$ cat config.mk
export PLATFORM = sky130hd
export DESIGN_NAME = mult_err_accum_flat
export DESIGN_NICKNAME = d
export VERILOG_FILES = /design/src/rtl/mult_err_accum_if.sv /design/src/rtl/mult_err_accum.sv /design/src/flat_wrapper.sv
export SDC_FILE = /design/constraint.sdc
export NUM_CORES = 1
export LEC_CHECK = 0
export ABC_AREA = 0
export CELL_PAD_IN_SITES_DETAIL_PLACEMENT = 0
export CELL_PAD_IN_SITES_GLOBAL_PLACEMENT = 1
export CORE_AREA = 3 3 227 207
export DETAILED_ROUTE_END_ITERATION = 10
export DIE_AREA = 0 0 230 210
export PLACE_DENSITY = 0.87
export SLEW_MARGIN = 20
export SYNTH_ARGS = -nofsm -noshare
export SYNTH_HDL_FRONTEND = slang
export SYNTH_SLANG_ARGS = --single-unit
$ cat constraint.sdc
create_clock -name clk -period 15.7 [get_ports clk]
set_input_delay 3.14 -clock clk [delete_from_list [all_inputs] [get_ports clk]]
set_output_delay 3.14 -clock clk [all_outputs]
set_load 0.02 [all_outputs]
$ cat src/rtl/mult_err_accum_if.sv
`default_nettype none
// ============================================================================
// Module   : mult_err_accum_if
// Brief    : Sample stream (operands, approximate product, handshake) into the
//            error-metric accumulator.
// Revision : 1.0
// ============================================================================
interface mult_err_accum_if #(
    parameter int N = 8
);
    logic             in_valid;
    logic             in_ready;
    logic [N-1:0]     a;
    logic [N-1:0]     b;
    logic [2*N-1:0]   p_approx;
    logic             last;

    modport master (
        output in_valid, a, b, p_approx, last,
        input  in_ready
    );

    modport slave (
        input  in_valid, a, b, p_approx, last,
        output in_ready
    );
endinterface
`default_nettype wire

$ cat src/rtl/mult_err_accum.sv
`default_nettype none
// ============================================================================
// Module   : mult_err_accum
// Brief    : Three-stage pipeline measuring the error distance of an
//            approximate multiplier and accumulating saturating totals.
// Revision : 1.0
// ============================================================================
module mult_err_accum #(
    parameter int N     = 8,
    parameter int CNT_W = 17,
    parameter int SUM_W = 32,
    parameter int SQ_W  = 48
) (
    input  logic               clk,
    input  logic               rst_n,
    input  logic               start_i,
    mult_err_accum_if.slave    smp,
    output logic               busy_o,
    output logic               done_o,
    output logic [CNT_W-1:0]   sample_count_o,
    output logic [CNT_W-1:0]   mismatch_count_o,
    output logic [SUM_W-1:0]   sum_ed_o,
    output logic [SQ_W-1:0]    sum_sq_ed_o,
    output logic [2*N-1:0]     max_ed_o
);

    typedef enum logic [1:0] {
        S_IDLE  = 2'd0,
        S_RUN   = 2'd1,
        S_DRAIN = 2'd2,
        S_DONE  = 2'd3
    } state_t;

    state_t state_q, state_d;
    logic   drain_cnt_q, drain_cnt_d;

    logic   accept;
    logic   clear;

    logic             v1_q;
    logic [2*N-1:0]   exact_q;
    logic [2*N-1:0]   papx_q;
    logic             v2_q;
    logic [2*N-1:0]   ed_q;
    logic [4*N-1:0]   sq_q;
    logic             mis_q;

    logic [2*N-1:0]   exact_w;
    logic [2*N-1:0]   ed_w;
    logic [4*N-1:0]   sq_w;

    logic [CNT_W-1:0] sample_count_q, sample_count_d;
    logic [CNT_W-1:0] mismatch_count_q, mismatch_count_d;
    logic [SUM_W-1:0] sum_ed_q, sum_ed_d;
    logic [SQ_W-1:0]  sum_sq_q, sum_sq_d;
    logic [2*N-1:0]   max_ed_q, max_ed_d;

    logic [CNT_W:0]   cnt_sum;
    logic [CNT_W:0]   mis_sum;
    logic [SUM_W:0]   ed_sum;
    logic [SQ_W:0]    sq_sum;

    assign accept = smp.in_valid && (state_q == S_RUN);
    assign clear  = start_i && ((state_q == S_IDLE) || (state_q == S_DONE));

    // ------------------------------------------------------------------------
    // Session control
    // ------------------------------------------------------------------------
    always_ff @(posedge clk or negedge rst_n) begin
        if (!rst_n) begin
            state_q     <= S_IDLE;
            drain_cnt_q <= 1'b0;
        end else begin
            state_q     <= state_d;
            drain_cnt_q <= drain_cnt_d;
        end
    end

    // DRAIN spans two cycles so the final sample clears S2 and S3 before DONE.
    always_comb begin
        state_d     = state_q;
        drain_cnt_d = drain_cnt_q;
        case (state_q)
            S_IDLE: begin
                if (start_i) state_d = S_RUN;
            end
            S_RUN: begin
                if (accept && smp.last) begin
                    state_d     = S_DRAIN;
                    drain_cnt_d = 1'b0;
                end
            end
            S_DRAIN: begin
                drain_cnt_d = 1'b1;
                if (drain_cnt_q) state_d = S_DONE;
            end
            S_DONE: begin
                state_d = start_i ? S_RUN : S_IDLE;
            end
            default: state_d = S_IDLE;
        endcase
    end

    assign smp.in_ready = (state_q == S_RUN);
    assign busy_o       = (state_q == S_RUN) || (state_q == S_DRAIN);
    assign done_o       = (state_q == S_DONE);

    // ------------------------------------------------------------------------
    // Datapath: S1 exact product, S2 error distance, S3 accumulate
    // ------------------------------------------------------------------------
    assign exact_w = (2*N)'(smp.a) * (2*N)'(smp.b);
    assign ed_w    = (papx_q >= exact_q) ? (papx_q - exact_q) : (exact_q - papx_q);
    assign sq_w    = (4*N)'(ed_w) * (4*N)'(ed_w);

    always_ff @(posedge clk or negedge rst_n) begin
        if (!rst_n) begin
            v1_q    <= 1'b0;
            exact_q <= '0;
            papx_q  <= '0;
            v2_q    <= 1'b0;
            ed_q    <= '0;
            sq_q    <= '0;
            mis_q   <= 1'b0;
        end else begin
            v1_q <= accept;
            if (accept) begin
                exact_q <= exact_w;
                papx_q  <= smp.p_approx;
            end
            v2_q <= v1_q;
            if (v1_q) begin
                ed_q  <= ed_w;
                sq_q  <= sq_w;
                mis_q <= (ed_w != '0);
            end
        end
    end

    // One extra carry bit per sum flags overflow, which pins the total at all-ones.
    assign cnt_sum = {1'b0, sample_count_q}   + (CNT_W+1)'(1);
    assign mis_sum = {1'b0, mismatch_count_q} + (CNT_W+1)'(mis_q);
    assign ed_sum  = {1'b0, sum_ed_q}         + (SUM_W+1)'(ed_q);
    assign sq_sum  = {1'b0, sum_sq_q}         + (SQ_W+1)'(sq_q);

    always_comb begin
        sample_count_d   = sample_count_q;
        mismatch_count_d = mismatch_count_q;
        sum_ed_d         = sum_ed_q;
        sum_sq_d         = sum_sq_q;
        max_ed_d         = max_ed_q;
        if (clear) begin
            sample_count_d   = '0;
            mismatch_count_d = '0;
            sum_ed_d         = '0;
            sum_sq_d         = '0;
            max_ed_d         = '0;
        end else if (v2_q) begin
            sample_count_d   = cnt_sum[CNT_W] ? '1 : cnt_sum[CNT_W-1:0];
            mismatch_count_d = mis_sum[CNT_W] ? '1 : mis_sum[CNT_W-1:0];
            sum_ed_d         = ed_sum[SUM_W]  ? '1 : ed_sum[SUM_W-1:0];
            sum_sq_d         = sq_sum[SQ_W]   ? '1 : sq_sum[SQ_W-1:0];
            if (ed_q > max_ed_q) max_ed_d = ed_q;
        end
    end

    always_ff @(posedge clk or negedge rst_n) begin
        if (!rst_n) begin
            sample_count_q   <= '0;
            mismatch_count_q <= '0;
            sum_ed_q         <= '0;
            sum_sq_q         <= '0;
            max_ed_q         <= '0;
        end else begin
            sample_count_q   <= sample_count_d;
            mismatch_count_q <= mismatch_count_d;
            sum_ed_q         <= sum_ed_d;
            sum_sq_q         <= sum_sq_d;
            max_ed_q         <= max_ed_d;
        end
    end

    assign sample_count_o   = sample_count_q;
    assign mismatch_count_o = mismatch_count_q;
    assign sum_ed_o         = sum_ed_q;
    assign sum_sq_ed_o      = sum_sq_q;
    assign max_ed_o         = max_ed_q;

endmodule
`default_nettype wire
$ cat src/flat_wrapper.sv
// flat-port wrapper written by rule: the top's interface ports become plain ports
module mult_err_accum_flat 
#(
    parameter int N     = 8,
    parameter int CNT_W = 17,
    parameter int SUM_W = 32,
    parameter int SQ_W  = 48
)
  (clk, rst_n, start_i, busy_o, done_o, sample_count_o, mismatch_count_o, sum_ed_o, sum_sq_ed_o, max_ed_o, smp_in_valid, smp_a, smp_b, smp_p_approx, smp_last, smp_in_ready);
  mult_err_accum_if #(.N(N)) smp_i ();
  input  logic clk;
  input  logic rst_n;
  input  logic start_i;
  output logic busy_o;
  output logic done_o;
  output logic [CNT_W-1:0] sample_count_o;
  output logic [CNT_W-1:0] mismatch_count_o;
  output logic [SUM_W-1:0] sum_ed_o;
  output logic [SQ_W-1:0] sum_sq_ed_o;
  output logic [2*N-1:0] max_ed_o;
  input wire logic [$bits(smp_i.in_valid)-1:0] smp_in_valid;
  input wire logic [$bits(smp_i.a)-1:0] smp_a;
  input wire logic [$bits(smp_i.b)-1:0] smp_b;
  input wire logic [$bits(smp_i.p_approx)-1:0] smp_p_approx;
  input wire logic [$bits(smp_i.last)-1:0] smp_last;
  output wire logic [$bits(smp_i.in_ready)-1:0] smp_in_ready;
  assign smp_i.in_valid = smp_in_valid;
  assign smp_i.a = smp_a;
  assign smp_i.b = smp_b;
  assign smp_i.p_approx = smp_p_approx;
  assign smp_i.last = smp_last;
  assign smp_in_ready = smp_i.in_ready;
  mult_err_accum #(.N(N), .CNT_W(CNT_W), .SUM_W(SUM_W), .SQ_W(SQ_W)) u_core (.clk(clk), .rst_n(rst_n), .start_i(start_i), .smp(smp_i), .busy_o(busy_o), .done_o(done_o), .sample_count_o(sample_count_o), .mismatch_count_o(mismatch_count_o), .sum_ed_o(sum_ed_o), .sum_sq_ed_o(sum_sq_ed_o), .max_ed_o(max_ed_o));
endmodule
==> impl_metrics.csv <==
group,metric,value,unit
logic_synthesis,synth_edf_count,0,
floorplan,dieHeight,210,um
placement,post-dp-hpwl,46.87,mm
drt,wl_per_cell,18.33,um
logic_synthesis,synthArstFlopShare,1.000,
logic_synthesis,synth_nets,3019,
worst_hold_path,hold_path_class,"reg -> reg",
drt,drc,0,
logic_synthesis,ys_ff_latch,214,
setup_path,critPathLaunchType,"flop",
clock_tree,cts.clk_slew.worst_paths,0.06,ns
worst_hold_path,min_from,"u_core.exact_q[15]",
drt,postRouteWirelength,60.08,mm
clock_tree,root_buffer,"clkbuf_16",
floorplan,die_area,48300,um^2
logic_synthesis,yosys_warnings,0,
logic_synthesis,synthesis.area,22690,um^2
timing,clock.fmax,0.09922,GHz
setup_path,worst-path-max-fanout,20,
floorplan,dieWidth,230,um
worst_hold_path,holdPathStages,2,
global_routing,overflow,0,
timing,setup_viol_count_final,0,
placement,gp_congestion,0.9009,
timing,slew_violations,0,
setup_path,ff2ff_setup_slack,5.62,ns
final_layout,fin_nets,3129,
final_layout,layout_common_cells,"inv_1 (377), ha_1 (233), dfrtp_1 (212)",
timing,skew,0.02741,ns
floorplan,coreArea,45000,um^2
clock_tree,clock_path_buffers,3,
drt,viasPerCell,5.697,
clock_tree,cts_tree,"yes",
setup_path,cp.arrival,10.49,ns
global_routing,grt_pass1_vias,18800,
clock_tree,post_cts_buffers,0,
logic_synthesis,synth.distinct_cells,87,
timing,worst_slack,5.621,ns
timing,hold_viol_final,0,
timing,slew_headroom,0.2716,
timing,holdWs,0.5045,ns
status,status,"completed",
final_layout,num_antenna_cells,0,
setup_path,cpMostUsedCell,"inv_1",
global_routing,grt_max_degree,119,
clock_tree,insertion_delay,0.55,ns
clock_tree,cts_sinks,214,
drt,ant_nets,0,
logic_synthesis,synth_area_per_cell,8.918,um^2
clock_tree,h-tree-depth,1,
final_layout,synthToLayoutAreaGrowth,13.14,%
setup_path,cp_slowest_cell,"ha_1",
floorplan,boundaryPins,170,
drt,first_iter_violations,1408,
placement,place_ws,5.776,ns
final_layout,final_common_cell,"inv_1",
timing,rsz0062_at_grt,"false",
logic_synthesis,synth-main-ff-cell,"dfrtp_1",
placement,io_buffers,169,
setup_path,critPathMaxStageDelay,0.78,ns
worst_hold_path,holdPathEnd,"u_core.exact_q[15]",
drt,drtPass1Iterations,5,
setup_path,r2r-start,"u_core.papx_q[0]",
logic_synthesis,synthCells,2544,
timing,totalNegativeSetupSlack,0,ns
global_routing,grt_pass1_wl,98.20,mm
global_routing,grt_antenna_before_repair,1,
setup_path,reg2reg_depth,34,
drt,vias,18670,
timing,tightest_slew,1.090,ns
timing,period_share,0.6420,
setup_path,required,16.11,ns
clock_tree,cts_resized,0,
setup_path,critPathKind,"reg -> reg",
floorplan,num_rows,74,
setup_path,r2r_end,"u_core.sq_q[31]",
floorplan,start_util,0.5042,
clock_tree,cts_made_buffers,24,
global_routing,grt_usage,0.2480,
run,cap_violations,0,
clock_tree,ctsHoldBuffers,0,
timing,min_period,10.08,ns
final_layout,layout-drive-gt1-share,0.04869,
logic_synthesis,yosysSeqAreaShare,0.2360,
setup_path,crit_path_end_kind,"flop",
==> cells in the mapped netlist, drive strengths merged (61+ instances only) <==
library cell  instances  share of area
o21ai               165          0.037
dfrtp               214           0.24
clkbuf               87          0.014
nand2               210          0.035
ha                  233           0.13
inv                 383          0.063
a21o                 77          0.025
nor2                177          0.030
a31oi                61          0.017
a21oi               144          0.032
fa                  205           0.18
==> metrics by stage <==
step | utilization | cells | area (um^2)
after CTS | 0.5704 | 3278 | 25670
after floorplan | - | 2544 | 22690
final | 0.5704 | 3278 | 25670
after detailed placement | 0.5530 | 3236 | 24880
after global placement | 0.5530 | 3236 | 24880
after global routing | 0.5704 | 3278 | 25670
==> worst max-delay path: cells and delay by family (launching register included) <==
family / cells / cell delay, ns
AO/OA/AOI/OAI: 7 / 1.53
multiplexers: 1 / 0.26
AND/OR/NAND/NOR: 7 / 1.72
buffers and inverters: 9 / 0.94
adder cells (fa/ha/maj): 8 / 4.15
flip-flops: 1 / 0.34
XOR/XNOR: 2 / 1.02
==> registers in the layout, summed over array words and instances (netlist names), 2 cells and up <==
| name | flops |
|---|---|
| u_core.sum_sq_ed_o | 48 |
| u_core.sum_ed_o | 32 |
| u_core.sq_q | 31 |
| u_core.mismatch_count_o | 17 |
| u_core.sample_count_o | 17 |
| u_core.exact_q | 16 |
| u_core.max_ed_o | 16 |
| u_core.papx_q | 16 |
| u_core.ed_q | 15 |
| u_core.state_q | 2 |
==> layer usage <==
| layer | GRT usage | part of all wire | vias up | wire length [um] |
|---|---|---|---|---|
| met2 | 0.4224 | 0.48 | 511 | 28920 |
| met1 | 0.3359 | 0.44 | 9258 | 26170 |
| met3 | 0.03405 | 0.055 | 96 | 3283 |
| met5 | 0 | 0.00012 | - | 7 |
| li1 | - | - | 8807 | - |
| met4 | 0.06513 | 0.028 | 2 | 1697 |
==> kinds of logic after synthesis <==
logic type	share of synthesized area
adders and majority gates	0.3094
xor gates and xnor gates	0.03877
buffers and inverters	0.08173
muxes	0.02493
AOI/OAI and AO/OA	0.1691
DFF	0.2360
and+or+nand+nor	0.1400
==> how the worst max path moves through the flow <==
stage,startpoint,endpoint,slack [ns],cells after the start
after global placement,u_core.papx_q[0],u_core.sq_q[31],6.03,34
final,u_core.papx_q[0],u_core.sq_q[31],5.62,34
after detailed placement,u_core.papx_q[0],u_core.sq_q[31],5.78,34
after floorplan,u_core.papx_q[0],u_core.sq_q[31],7.10,38
after global routing,u_core.papx_q[0],u_core.sq_q[31],5.13,34
after CTS,u_core.papx_q[0],u_core.sq_q[31],5.73,34
==> layout make-up <==
cell class,count,area [um^2]
clock buffers,32,690.7
clock inverters,10,95.09
fillers,4105,19330
inverters,385,1448
multi-input cells,1845,15500
flip-flops and latches,214,5360
well taps,608,760.7
repair buffers,184,1809
Power is not shown: default switching activity piles up to over one toggle a cycle in this logic, so the estimate is an artifact.
